[src/rtl/l4_pkg.sv]
// Shared definitions for the level-4 task handshake blocks and the S working memory.
package l4_pkg;

   // Task status as seen by both the controller FSM and the task responders.
   typedef enum logic [1:0] {
      IDLE  = 2'd0,
      WRITE = 2'd1,
      DONE  = 2'd2
   } task_state_t;

   // Geometry of the S working memory.
   localparam int S_DEPTH  = 256;
   localparam int S_ADDR_W = 8;
   localparam int S_DATA_W = 8;

endpackage

[src/rtl/s_memory_init_task_up_counter.sv]
// Up counter with synchronous clear and count enable; generates the S-memory write index.
module up_counter #(
   parameter int WIDTH = 9
) (
   input  logic             clock,
   input  logic             reset,
   input  logic             clear,
   input  logic             enable,
   output logic [WIDTH-1:0] count
);

   logic [WIDTH-1:0] count_q;
   logic [WIDTH-1:0] count_d;

   // Next count: clear wins over enable, otherwise hold.
   always_comb begin
      count_d = count_q;
      if (clear) begin
         count_d = '0;
      end else if (enable) begin
         count_d = count_q + WIDTH'(1);
      end
   end

   // Count register with asynchronous reset.
   always_ff @(posedge clock or posedge reset) begin
      if (reset) begin
         count_q <= '0;
      end else begin
         count_q <= count_d;
      end
   end

   assign count = count_q;

endmodule

[src/rtl/s_memory_init_task.sv]
// Task1 responder: on a start request fills S memory with S[i] = i, then acknowledges.
module s_memory_init_task
   import l4_pkg::*;
#(
   parameter int ADDR_WIDTH = S_ADDR_W,
   parameter int DATA_WIDTH = S_DATA_W,
   parameter int DEPTH      = S_DEPTH
) (
   input  logic                  clock,
   input  logic                  reset,
   input  logic                  startTask1,
   output logic                  stopTask1,
   output logic [ADDR_WIDTH-1:0] address,
   output logic [DATA_WIDTH-1:0] data,
   output logic                  wren,
   output logic                  busy
);

   // One extra bit so DEPTH = 2**ADDR_WIDTH reaches its last index without wrapping.
   localparam int             CNT_W = ADDR_WIDTH + 1;
   localparam logic [CNT_W-1:0] LAST = CNT_W'(DEPTH - 1);

   task_state_t           state_q, state_d;
   logic                  stop_q, stop_d;
   logic                  wren_q, wren_d;
   logic                  busy_q, busy_d;
   logic [ADDR_WIDTH-1:0] addr_q, addr_d;
   logic [DATA_WIDTH-1:0] data_q, data_d;
   logic [CNT_W-1:0]      count;
   logic                  cnt_clear;
   logic                  cnt_en;

   // Index restarts at 0 whenever no fill is in progress.
   assign cnt_clear = (state_q != WRITE);
   assign cnt_en    = (state_q == WRITE);

   up_counter #(
      .WIDTH (CNT_W)
   ) u_counter (
      .clock  (clock),
      .reset  (reset),
      .clear  (cnt_clear),
      .enable (cnt_en),
      .count  (count)
   );

   // Next-state and next-output logic; address/data hold outside WRITE.
   always_comb begin
      state_d = state_q;
      stop_d  = stop_q;
      wren_d  = 1'b0;
      busy_d  = 1'b0;
      addr_d  = addr_q;
      data_d  = data_q;
      case (state_q)
         IDLE: begin
            stop_d = 1'b0;
            if (startTask1) begin
               state_d = WRITE;
            end
         end
         WRITE: begin
            wren_d = 1'b1;
            busy_d = 1'b1;
            addr_d = ADDR_WIDTH'(count);
            data_d = DATA_WIDTH'(count);
            if (count == LAST) begin
               state_d = DONE;
            end
         end
         DONE: begin
            // The acknowledge is raised for at least one cycle before start is
            // re-examined, so a start already dropped mid-fill is still answered.
            if (stop_q && !startTask1) begin
               state_d = IDLE;
               stop_d  = 1'b0;
            end else begin
               stop_d  = 1'b1;
            end
         end
         default: begin
            state_d = IDLE;
            stop_d  = 1'b0;
         end
      endcase
   end

   // State and registered outputs; reset clears everything immediately.
   always_ff @(posedge clock or posedge reset) begin
      if (reset) begin
         state_q <= IDLE;
         stop_q  <= 1'b0;
         wren_q  <= 1'b0;
         busy_q  <= 1'b0;
         addr_q  <= '0;
         data_q  <= '0;
      end else begin
         state_q <= state_d;
         stop_q  <= stop_d;
         wren_q  <= wren_d;
         busy_q  <= busy_d;
         addr_q  <= addr_d;
         data_q  <= data_d;
      end
   end

   assign stopTask1 = stop_q;
   assign wren      = wren_q;
   assign busy      = busy_q;
   assign address   = addr_q;
   assign data      = data_q;

endmodule
[config.mk]
export PLATFORM = sky130hd
export DESIGN_NAME = s_memory_init_task
export DESIGN_NICKNAME = d
export VERILOG_FILES = /design/src/rtl/l4_pkg.sv /design/src/rtl/s_memory_init_task_up_counter.sv /design/src/rtl/s_memory_init_task.sv
export SDC_FILE = /design/constraint.sdc
export NUM_CORES = 1
export LEC_CHECK = 0
export BUFFER_PORTS_ARGS = -buffer_cell sky130_fd_sc_hd__buf_2
export CORE_UTILIZATION = 51
export DETAILED_ROUTE_END_ITERATION = 8
export PLACE_DENSITY = 0.76
export SLEW_MARGIN = 15
export SYNTH_ARGS = -nofsm -noshare
export SYNTH_HDL_FRONTEND = slang
export SYNTH_HIERARCHICAL = 1
export SYNTH_SLANG_ARGS = --single-unit
[constraint.sdc]
create_clock -name clock -period 2.41 [get_ports clock]
set_input_delay 0.482 -clock clock [delete_from_list [all_inputs] [get_ports clock]]
set_output_delay 0.482 -clock clock [all_outputs]
set_load 0.05 [all_outputs]
======== After elaboration in Yosys (flattened, before gate mapping) ========
Cells that the tools add are included.
storage, ports and cells
  bits in registers ....................... 21
  logic and storage cells ................. 27
  bits of input ports ..................... 3
  output and inout bits ................... 19
cells by class
  multiplexer cells ....................... 9
  equal/unequal tests ..................... 7
  reductions and logical operators ........ 5
  add/sub/neg operators ................... 1
operator list
  kind                                                                      number
  9-bit two-way mux                                                         2
  9-bit by 1-bit adder with 9-bit output (second input constant)            1
  9-bit by 8-bit == test with 1-bit output (second input constant)          1
  2-bit two-way mux                                                         3
  2-bit one-hot mux with 3 select lines                                     1
  2-bit by 1-bit inequality test with 1-bit output (second input constant)  2
  2-bit inequality test (second input constant)                             2
  3-bit AND reduction                                                       1
  2-bit by 1-bit == test with 1-bit output (second input constant)          1
  2-bit == test (second input constant)                                     1
  2-bit zero test                                                           1
  1-bit two-way mux                                                         2
  1-bit one-hot mux with 2 select lines                                     1
  2-bit nonzero test                                                        1
  1-bit logical AND                                                         1
  1-bit zero test                                                           1

======== Logic depth before layout (Yosys ltp) ========
Gate-level depths: netlist of run 1.
  depth in word-level cells ............... 4
  depth in mapped cells ................... 7
  gate-level depth less buffers ........... 5

======== By module ========
The synthesis of run 1 kept the hierarchy.
by module, submodules not included
  module              times used  cells an instance  area an instance (um^2)  sequential area each (um^2)
  s_memory_init_task  1           43                 538.0                    300.3
  up_counter          1           44                 449.2                    225.2

======== Worst setup path after synthesis of run 1 ========
Ideal clock, no wire load.
  path kind ............................... flip-flop to flip-flop
  start ................................... register state_q[0]
  end ..................................... register u_counter.count_q[7], in the netlist u_counter/count[7]
  path slack .............................. 0.693 ns
  library setup time ...................... 0.077 ns
  data arrival time ....................... 1.640 ns
  path buffers ............................ 2
  required time ........................... 2.333 ns
  clock period less this slack ............ 1.717 ns
  cell stages (with the launch flop) ...... 7
  cell sequence ........................... dfrtp_1 > nor2b_1 > buf_2 > buf_2 > o21ai_1 > or4_1 > a21oi_1
between the ends
  cells in the longest elaborated chain, start to end .. 2
  elaborated cells on any way between the ends .. 4
  classes of those cells .................. eq/ne (2); mux (1); reduce/logical (1)
RTL lines
  element                                                                                                              RTL line                                            RTL
  start, declared                                                                                                      s_memory_init_task.sv:23                            task_state_t state_q, state_d;
  start signal, assigned                                                                                               s_memory_init_task.sv:98                            state_q <= state_d;
  2-bit by 1-bit inequality test with 1-bit output / 2-bit by 1-bit == test with 1-bit output (equally long branches)  s_memory_init_task.sv:34, s_memory_init_task.sv:35
  9-bit two-way mux / 2-bit nonzero test (equally long branches)                                                       n/a
  end signal, assigned                                                                                                 s_memory_init_task_up_counter.sv:30                 count_q <= count_d;
  end, declared                                                                                                        s_memory_init_task_up_counter.sv:12                 logic [WIDTH-1:0] count_q;
Several ways; a longest one is shown, not always the timed one.
A chain may end at the register's enable or synchronous reset.

======== Final worst setup path of run 1 ========
  start ................................... register state_q[0]
  end ..................................... register u_counter.count_q[7], in the netlist u_counter/count[7]
between the ends
  cells in the longest elaborated chain, start to end .. 2
  elaborated cells on any way between the ends .. 4
  classes of those cells .................. eq/ne (2); mux (1); reduce/logical (1)
RTL lines
  element                                                         RTL line                  RTL
  2-bit by 1-bit inequality test with 1-bit output *              s_memory_init_task.sv:34  assign cnt_clear = (state_q != WRITE);
  net cnt_clear                                                   s_memory_init_task.sv:30  logic cnt_clear;
  9-bit two-way mux / 2-bit nonzero test (equally long branches)  n/a
Mark *: on every way through the listed nets, which the timed path passes. The rest lies on a longest branch.

==> results.md, run 1 <==
* Final Max Tran Viols at 0
* Post-CTS sizing at 0
* Number of inserted diodes at 0
* Reg area at 525.5 um^2
* Most frequent cells in the layout: 21 x dfrtp_1, 21 x buf_2, 8 x mux2_1
* Critical Path Fanout Max at 11
* Lkg Pwr at 0.5203 nW
* Nets at between 100 and 150
* Grt ovf at 0
* Crit Path Class: reg2reg
* Wire length on met1 at 774 um
* Rel. slew slack at 0.6907
* Outcome: complete, no violations
* Multi-input logic area at 354.1 um^2
* Worst path cell trace: nor2b_1 -> buf_4 -> inv_2 -> o21ai_1 -> or4_1 -> a21oi_1
* DR iter-0 viols at 31
* Final hold vios at 0
* Syn_nets at 91
* CTS Sinks at 21
* Clock Skew at 0.4096 ps
* First-pass iteration count of the detailed router at 6
* Critical Path Start Type: flip-flop
* Clock buffer depth at 2
* Fin crit share at 0.7591
* Clk root buf: clkbuf_4
* DRT Wirelength at 1789 um
* Die height at 46.00 um
* Clock slew at reported path FFs at 110 ps
* Largest net degree at the start of global routing at 13
* CTS tree: yes
* Critical Path Slowest Stage Cell: or4_1
* I/O Buffers at 21
* Wire length on met3 at 115 um
* Remaining DRCs at 0
* Hpwl dp at 1313 um
* Worst EP arrival at roughly 2100 ps
* Seq cells post-synth at 21
* Least-Margin Pin Slew at roughly 460 ps
* DP Worst Slack at approximately 630 ps
* Placer congestion estimate at 0.7818
* All-Layer GR Usage at 0.1942
* Global-route wire length before repair at roughly 2800 um
* Syn Area/Cell at 11.35 um^2
* WP data required at 2630 ps
* Final setup fails at 0
* Seq/Total Area, Yosys at 0.5323
* Clock Latency Late Sink at between 200 and 300 ps
* CTS Buf Count at 3
* Vias at 688
* Hold-fix buffers, CTS at 0
* Peak Freq at about 550 MHz
* RSZ-0062 raised after global routing: no
* PwrDens at 1416 nW/um^2
* Setup WS post-layout at 580.7 ps
* CP max stage delay at 510 ps
* Die X at 46.00 um
* DR WL met2 at 873 um
* CP endpoint kind: flip-flop
* Synth unique cells at 26
* Initial core utilization at 0.5596
* Share of layout cells above drive strength 1 at 0.2843
* Min Tclk post-route at 1829 ps
* Post-CTS Setup Inserts at 0
* Number of global-route vias before repair at 653
* YS warnings at 6
* Avg Vias per Cell at around 5.4
* Layout area overhead at 9.379%
* Die ar. at 2116 um^2
* Antenna violations before repair at 0
* H-tree Lvls at 1
* Core ar. at 1764 um^2
* Io pins at 22
* Routed len/inst at 14.09 um
* Peak supply drop at 0.0008138 V
* Top Metal Used: met4
* Mapped Cells at 87
* Hold WC Path Type: in2async
* Layout fillers at about 160
* Synth Cell Area at 987.2 um^2
* Row Count at 15
* Max-Cap Viols at 0
* ANT nets after route at 0
* Post-route setup TNS at 0 ps
state kept, by name (all words and copies together), names as in the netlist:
name and count:
stopTask1 1, state_q 2, busy 1, u_counter/count 9
data 8
layout make-up:
class                   instances  share of cell area
well taps                      25             0.02897
multi-input cells              48              0.3279
inverters                       6             0.02086
repair buffers                 23              0.1112
clock buffers                   4             0.02433
flip-flops and latches         21              0.4867
cell usage after synthesis, drive strengths merged:
master,instances,area share
buf,12,0.086
o31ai,2,0.015
mux2,8,0.091
dfrtp,21,0.53
nand2,4,0.015
inv,6,0.023
a211o,1,0.0089
ha,1,0.013
mux2i,1,0.010
nor2,5,0.019
a21oi,4,0.020
nand3,2,0.015
xnor2,2,0.018
o2111ai,1,0.015
or4b,1,0.010
or3,2,0.013
or4,2,0.015
nand4,4,0.025
nor2b,1,0.0063
xor2,2,0.018
o211a,1,0.010
o21ai,4,0.020
worst max-delay path, delay by kind of cell, from the launching register on:
kind                   cells  cell delay [ps]
and+or+nand+nor            2              670
DFF                        1              430
buffers and inverters      2              330
AOI/OAI and AO/OA          2              330
path summary, 6_finish.rpt:
check | startpoint | to | slack [ps] | depth (start not counted)
max | state_q[0] | u_counter/count[7] | 580 | 6
max in group asynchronous | reset | state_q[1] | 1910 | 2
min | reset | u_counter/count[7] | 140 | 2
max reg2reg | state_q[0] | u_counter/count[7] | 580 | 6
min in group clock | startTask1 | state_q[0] | 430 | 2
min reg2reg | state_q[1] | state_q[1] | 490 | 1
power by group:
group	internal, mW	switching, mW
Sequential	0.468	0.138
Clock	0.0643	0.0990
Combinational	0.188	0.572
Total	0.720	0.809
per-stage QoR:
stage                     power, mW  hold slack, ps  cell area, um^2  instances    util
after floorplan               1.262           309.9            987.2         87       -
after global placement        1.347           466.7             1054        123  0.5972
after detailed placement      1.366           471.1             1054        123  0.5972
after CTS                     1.533           142.1             1080        127  0.6121
after global routing          1.616           155.6             1080        127  0.6121
final                         1.529           136.2             1080        127  0.6121
per-layer routing:
metal  track usage  vias up
met5             0        -
met1        0.2412      320
met3       0.03571        4
li1              -      323
met4       0.08235        0
met2        0.3268       41
cells by family (layout without fill, tap and decap cells):
logic type      count (synthesis)  in the layout  share of synthesized area
xor+xnor                        4              4                    0.03549
compound gates                 13             13                    0.08998
buf+inv                        18             33                     0.1090
fa+ha+maj                       1              1                    0.01267
simple gates                   21             21                     0.1191
mux                             9              9                     0.1014
flops                          21             21                     0.5323
(Power assumes the default switching activity.)
==> run 2, diff against run 1 <==
--- a/config.mk
+++ b/config.mk
@@ -6,9 +6,10 @@
 export NUM_CORES = 1
 export LEC_CHECK = 0
 export BUFFER_PORTS_ARGS = -buffer_cell sky130_fd_sc_hd__buf_2
-export CORE_UTILIZATION = 51
+export CORE_ASPECT_RATIO = 1.5
+export CORE_UTILIZATION = 46
 export DETAILED_ROUTE_END_ITERATION = 8
-export PLACE_DENSITY = 0.76
+export PLACE_DENSITY = 0.72
 export SLEW_MARGIN = 15
 export SYNTH_ARGS = -nofsm -noshare
 export SYNTH_HDL_FRONTEND = slang
==> constraint.sdc (replaced) <==
create_clock -name clock -period 1.5 [get_ports clock]
set_input_delay 0.3 -clock clock [delete_from_list [all_inputs] [get_ports clock]]
set_output_delay 0.3 -clock clock [all_outputs]
set_load 0.05 [all_outputs]
==> run 2 against run 1 <==
Combinational power up 74%. Core utilization is 4.6 points lower. Non-clock buffer count increased by 4. First-iteration DRC count is 81% lower. Critical path type unchanged. Largest cell class unchanged. Largest power group unchanged.
==> results.md, run 2 (synthesized netlist as in run 1, its figures left out) <==
* CTS Sinks at 21 (unchanged)
* DR iter-0 viols at 6 (was 31)
* Lkg Pwr at 0.5555 nW (was 0.5203 nW)
* RSZ-0062 raised after global routing: no (unchanged)
* Largest register FFs at 9 (unchanged)
* Nets at 111 (was 107)
* Final core utilization at 0.5660 (was 0.6121)
* H-tree Lvls at 1 (unchanged)
* Avg Vias per Cell at 5.055 (was 5.417)
* First-pass iteration count of the detailed router at 4 (was 6)
* Clock buffer depth at 2 (unchanged)
* Io pins at 22 (unchanged)
* Post-route setup TNS at 0 ps (unchanged)
* Final Max Tran Viols at 0 (unchanged)
* Peak supply drop at 0.001005 V (was 0.0008138 V)
* Row Count at 20 (was 15)
* Initial core utilization at 0.4870 (was 0.5596)
* CP endpoint kind: flip-flop (unchanged)
* Critical hold path startpoint: startTask1
* Antenna violations before repair at 0 (unchanged)
* Global-route wire length before repair at 2849 um (unchanged)
* PwrDens at 2205 nW/um^2 (was 1416 nW/um^2)
* Share of layout cells above drive strength 1 at 0.3679 (was 0.2843)
* R2r setup slk at 70 ps (was 580 ps)
* Clock Latency Late Sink at 300 ps (was 290 ps)
* Post-Place Cells at 123 (unchanged)
* I/O Buffers at 21 (unchanged)
* Routed len/inst at 13.91 um (was 14.09 um)
* Clock slew at reported path FFs at 120 ps (was 110 ps)
* Fin crit share at 0.9534 (was 0.7591)
* Most frequent cells in the layout: 21 x buf_2, 20 x dfrtp_1, 8 x mux2_1 (was 21 x dfrtp_1, 21 x buf_2, 8 x mux2_1)
* DRT Wirelength at 1780 um (was 1789 um)
* CTS tree: yes (unchanged)
* Remaining DRCs at 0 (unchanged)
* Least-Margin Pin Slew at 452.3 ps (was 463.5 ps)
* Min Tclk post-route at 1430 ps (was 1829 ps)
* Hpwl dp at 1389 um (was 1313 um)
* Final setup fails at 0 (unchanged)
* All-Layer GR Usage at 0.1777 (was 0.1942)
* Crit Path Class: reg2reg (unchanged)
* Reg-to-reg endpoint: u_counter/count[5] (was u_counter/count[7])
* Number of global-route vias before repair at 648 (was 653)
* Post-CTS Setup Inserts at 0 (unchanged)
* Clock Skew at 4.373 ps (was 0.4096 ps)
* WP data required at 1740 ps (was 2630 ps)
* Clk root buf: clkbuf_4 (unchanged)
* Fin cells at 128 (was 127)
* Rel. slew slack at 0.6981 (was 0.6907)
* Hold WC Path Type: in2reg (was in2async)
* Critical Path Start Type: flip-flop (unchanged)
* Hold depth at 2
* Vias at 647 (was 688)
* Cell count of the worst reg-to-reg path at 5 (was 6)
* Overall Power at 2.529 mW (was 1.529 mW)
* Number of inserted diodes at 0 (unchanged)
* CTS Buf Count at 3 (unchanged)
* Critical Path Fanout Max at 7 (was 11)
* Die ar. at 2339 um^2 (was 2116 um^2)
* Die X at 39.83 um (was 46.00 um)
* RR Startpoint: state_q[0] (unchanged)
* Commonest non-fill, non-tap cell in the layout: buf_2
* Worst EP arrival at 1670 ps (was 2050 ps)
* Core ar. at 2027 um^2 (was 1764 um^2)
* Max-Cap Viols at 0 (unchanged)
* Layout area overhead at 16.22% (was 9.379%)
* Worst Hold End: state_q[0]
* ANT nets after route at 0 (unchanged)
* WHS at 247.0 ps (was 136.2 ps)
* Outcome: complete, no violations (unchanged)
* Peak Freq at 699.3 MHz (was 546.7 MHz)
* Die height at 58.74 um (was 46.00 um)
* Final hold vios at 0 (unchanged)
* Grt ovf at 0 (unchanged)
* Largest net degree at the start of global routing at 13 (unchanged)
* Placer congestion estimate at 0.7808 (was 0.7818)
-- run 2: stage by stage --
step	instance area (um^2)	setup WS (ps)
floorplan	1026	15.60
global placement	1095	89.46
detailed placement	1095	45.87
CTS	1132	28.31
global route	1147	12.48
finish	1147	69.92
-- run 2: final cells by class --
| type | count | area [um^2] |
|---|---|---|
| tap | 22 | 27.53 |
| clock inverter | 1 | 5.005 |
| sequential | 21 | 526.8 |
| timing repair buffer | 27 | 152.6 |
| fill | 173 | 879.6 |
| multi-input combinational | 48 | 387.9 |
| clock buffer | 3 | 22.52 |
| inverter | 6 | 25.02 |
-- run 2: worst max path at each step --
stage,startpoint,end,slack (ps),depth (start not counted)
2_1_floorplan,state_q[0],u_counter/count[6],20,7
3_3_place_gp,state_q[0],u_counter/count[7],90,5
3_5_place_dp,state_q[0],u_counter/count[7],50,5
4_1_cts,state_q[0],u_counter/count[7],30,5
5_1_grt,u_counter/count[1],u_counter/count[6],10,4
6_report,state_q[0],u_counter/count[5],70,5
-- run 2: worst max-delay path, stage by stage (launching register included) --
cell and delay, ps:
dfrtp_1 430, nor2b_4 170, inv_4 100, o21ai_2 90, or4_4 420, a21oi_2 150
-- run 2: timing repair --
action,4_1_cts,5_1_grt
endpoints found under the hold margin,9,0
hold buffers,1,0
gates resized for setup,0,5
endpoints found under the setup margin,0,3
-- run 2: power by group --
part	internal [mW]	switching, mW
combinational	0.353	0.965
sequential	0.755	0.187
clock	0.0995	0.169
total	1.21	1.32
-- run 2: routing by layer --
layer | part of all wire | up-vias | routed length, um | GRT usage
met5 | 0 | - | 0 | 0
met4 | 0.015 | 0 | 27 | 0.08867
met3 | 0.020 | 4 | 36 | 0.02264
met2 | 0.53 | 13 | 943 | 0.3044
met1 | 0.43 | 299 | 772 | 0.2059
li1 | - | 331 | - | -
==> run 3, diff against run 2 <==
--- a/config.mk
+++ b/config.mk
@@ -5,11 +5,13 @@
 export SDC_FILE = /design/constraint.sdc
 export NUM_CORES = 1
 export LEC_CHECK = 0
+export ABC_AREA = 1
+export ABC_CLOCK_PERIOD_IN_PS = 1500
 export BUFFER_PORTS_ARGS = -buffer_cell sky130_fd_sc_hd__buf_2
 export CORE_ASPECT_RATIO = 1.5
-export CORE_UTILIZATION = 46
+export CORE_UTILIZATION = 48
 export DETAILED_ROUTE_END_ITERATION = 8
-export PLACE_DENSITY = 0.72
+export PLACE_DENSITY = 0.74
 export SLEW_MARGIN = 15
 export SYNTH_ARGS = -nofsm -noshare
 export SYNTH_HDL_FRONTEND = slang
==> run 3 against run 2 <==
Flip-flop and latch count stayed put. Synthesized cell count grew 62%. Core utilization grew 0.80 points. Clock skew grew 2.0 ps. Register-to-register slack better by 30 ps. Wire length rose by 16%. Fmax rose by 2.1%. Clock power is essentially flat. Highest routed layer unchanged.
==> results.md, run 3 <==
* Outcome: complete, no violations (unchanged)
* Synth Area in XOR/XNOR at 0 (was 0.03549)
* Routed len/inst at 11.49 um (was 13.91 um)
* Hpwl dp at 1559 um (was 1389 um)
* Avg Vias per Cell at 4.850 (was 5.055)
* Min Tclk post-route at 1401 ps (was 1430 ps)
* Initial core utilization at 0.5271 (was 0.4870)
* Core ar. at 2077 um^2 (was 2027 um^2)
* Asr flop ratio synth at 1.000 (unchanged)
* Final hold vios at 0 (unchanged)
* Synth Cell Area at 1095 um^2 (was 987.2 um^2)
* Final setup fails at 0 (unchanged)
* Clock Latency Late Sink at 300 ps (about the same)
* Number of global-route vias before repair at 814 (was 648)
* Final Max Tran Viols at 0 (unchanged)
* Die ar. at 2480 um^2 (was 2339 um^2)
* Post-route setup TNS at 0 ps (unchanged)
* DP Worst Slack at 169.1 ps (was 45.87 ps)
* PwrDens at 1763 nW/um^2 (was 2205 nW/um^2)
* Io pins at 22 (unchanged)
* Synth area leaders: dfrtp_1 48%, nand2_1 15%, buf_4 6.9% (was dfrtp_1 53%, mux2_1 9.1%, buf_4 7.6%)
* Cell mode on critical path: nor2_2
* Syn_nets at 145 (was 91)
* Critical Path Start Type: flip-flop (unchanged)
* Seq/Total Area, Yosys at 0.4800 (was 0.5323)
* Top_reg_cell synth: dfrtp_1 (unchanged)
* Remaining DRCs at 0 (unchanged)
* CTS tree: yes (unchanged)
* Peak Freq at 713.7 MHz (was 699.3 MHz)
* CP endpoint kind: flip-flop (unchanged)
* Post-CTS Setup Inserts at 0 (unchanged)
* Largest net degree at the start of global routing at 15 (was 13)
* Commonest non-fill, non-tap cell in the layout: nand2_1 (was buf_2)
* Critical Path Slowest Stage Cell: dfrtp_1 (unchanged)
* Vias at 873 (was 647)
* Post-synth EDFFs at 0 (unchanged)
* Syn Area/Cell at 7.765 um^2 (was 11.35 um^2)
* Clock Skew at 6.404 ps (was 4.373 ps)
* Setup WS post-layout at 98.92 ps (was 69.92 ps)
* RSZ-0062 raised after global routing: no (unchanged)
* Nets at 163 (was 111)
* Layout area overhead at 8.914% (was 16.22%)
* Sequential Power Share at 0.411 (was 0.373)
* YS warnings at 6 (unchanged)
* Grt ovf at 0 (unchanged)
* Main combinational cell family by area after synthesis: simple AND/OR/NAND/NOR gates (unchanged)
* Die height at 60.49 um (was 58.74 um)
* Critical Path Fanout Max at 14 (was 7)
* Global-route wire length before repair at 3312 um (was 2849 um)
* Row Count at 20 (unchanged)
* Die X at 41.00 um (was 39.83 um)
* H-tree Lvls at 1 (unchanged)
* Least-Margin Pin Slew at 464.9 ps (was 452.3 ps)
* Fin crit share at 0.9341 (was 0.9534)
* Crit Path Class: reg2reg (unchanged)
* NetSw at 1.075 mW (was 1.321 mW)
* Clk root buf: clkbuf_4 (unchanged)
* Mapped Cells at 141 (was 87)
* Most frequent cell after synthesis: nand2_1 (was dfrtp_1)
* Worst path cell trace: nor2_2 -> buf_4 -> nor2_2 -> nor2_2 -> nand3_1 -> nand2_1 -> nor2_1 (was nor2b_4 -> inv_4 -> o21ai_2 -> or4_4 -> a21oi_2)
* All-Layer GR Usage at 0.1980 (was 0.1777)
* Post-synthesis mux area share at 0 (was 0.1014)
* CP max stage delay at 430 ps (about the same)
* Largest register FFs at 9 (unchanged)
* Antenna violations before repair at 0 (unchanged)
* Reg-to-reg endpoint: u_counter/count[5] (unchanged)
* Clock power frac at 0.127 (was 0.106)
* Critical hold path startpoint: startTask1 (unchanged)
* CTS Buf Count at 3 (unchanged)
* Hold depth at 3 (was 2)
* Post-synth top area cell: dfrtp_1 (unchanged)
* Hold WC Path Type: in2reg (unchanged)
* Compound-gate portion of the synthesized area at 0.04457 (was 0.08999)
* Adder-cell share of the synthesized area at 0.01143 (was 0.01267)
* R2r setup slk at 100 ps (was 70 ps)
* WP data required at 1700 ps (was 1740 ps)
* Max-Cap Viols at 0 (unchanged)
* Share of layout cells above drive strength 1 at 0.2342 (was 0.3679)
* Switch share at 0.5113 (was 0.5223)
* Synth unique cells at 20 (was 26)
* Post-CTS sizing at 0 (unchanged)
* First-pass iteration count of the detailed router at 3 (was 4)
* Simple-gate share of the synthesized area at 0.3234 (was 0.1191)
* DR iter-0 viols at 12 (was 6)
* Number of inserted diodes at 0 (unchanged)
* Gate power share at 0.462 (was 0.521)
* ANT nets after route at 0 (unchanged)
* Most frequent cells in the layout: 45 x nand2_1, 21 x dfrtp_1, 21 x buf_2 (was 21 x buf_2, 20 x dfrtp_1, 8 x mux2_1)
* Clock slew at reported path FFs at 110 ps (was 120 ps)
* I/O Buffers at 21 (unchanged)
* Clock buffer depth at 2 (unchanged)
* RR Startpoint: state_q[1] (was state_q[0])
* Cell Int Power at 1.027 mW (was 1.208 mW)
* Worst Hold End: state_q[0] (unchanged)
* CTS Sinks at 21 (unchanged)
* Peak supply drop at 0.0009206 V (was 0.001005 V)
* Yosys top cell area share at 0.4800 (was 0.5323)
* Seq cells post-synth at 21 (unchanged)
* Top post-synthesis cells by count: 45 x nand2_1, 21 x dfrtp_1, 17 x nor2_1 (was 21 x dfrtp_1, 10 x buf_4, 8 x mux2_1)
* Worst EP arrival at 1600 ps (was 1670 ps)
* DRT Wirelength at 2069 um (was 1780 um)
* Cell count of the worst reg-to-reg path at 7 (was 5)
* Placer congestion estimate at 0.8888 (was 0.7808)
* Rel. slew slack at 0.6897 (was 0.6981)
* Lkg Pwr at 0.6680 nW (was 0.5555 nW)
run 3: how the worst max path moves through the flow:
stage | start | end | slack [ps]
after CTS | state_q[1] | u_counter/count[5] | 130
final | state_q[1] | u_counter/count[5] | 100
after detailed placement | state_q[1] | u_counter/count[7] | 170
after global placement | state_q[1] | u_counter/count[7] | 220
after global routing | state_q[1] | u_counter/count[5] | 20
after floorplan | state_q[1] | u_counter/count[7] | 230
run 3: per-stage QoR:
stage / instance area, um^2 / hold WS (ps) / utilization / power, mW / instances
4_1_cts: 1192 / 257.0 / 0.5741 / 2.115 / 180
2_1_floorplan: 1095 / 127.9 / - / 1.714 / 141
6_report: 1192 / 260.1 / 0.5741 / 2.102 / 180
5_1_grt: 1192 / 271.8 / 0.5741 / 2.243 / 180
3_5_place_dp: 1156 / 288.5 / 0.5566 / 1.846 / 175
3_3_place_gp: 1156 / 281.6 / 0.5566 / 1.826 / 175
run 3: kinds of logic after synthesis:
group / count (synthesis)
DFF: 21
buffers and inverters: 29
AOI/OAI and AO/OA: 9
adders and majority gates: 1
and+or+nand+nor: 81
run 3: critical path: cells and delay by family, from the launching register on:
family | cells | cell delay (ps)
flops | 1 | 430
simple gates | 6 | 680
buf+inv | 1 | 200
run 3: layout make-up:
type                            count  area [um^2]
Multi-Input combinational cell     91        415.4
Sequential cell                    21        525.5
Clock buffer                        4        26.28
Inverter                           18        67.56
Tap cell                           22        27.53
Timing Repair Buffer               24        130.1
Fill cell                         202        884.6
run 3: power by group through the flow:
stage	Sequential (mW)	Clock [mW]	Combinational, mW
3_5_place_dp	0.879	0	0.968
2_1_floorplan	1.08	0	0.629
3_3_place_gp	0.870	0	0.956
6_report	0.864	0.268	0.970
5_1_grt	0.898	0.296	1.05
4_1_cts	0.866	0.276	0.973
run 3: timing repair:
action | CTS | global route
hold buffers | 1 | 0
setup endpoints to repair | 0 | 0
hold endpoints to repair | 9 | 0
run 3: routing by layer:
metal,GRT usage,up-vias,share of wire
li1,-,459,-
met1,0.2270,394,0.42
met2,0.3460,16,0.54
met3,0.02198,4,0.026
met4,0.09048,0,0.014
met5,0,-,0
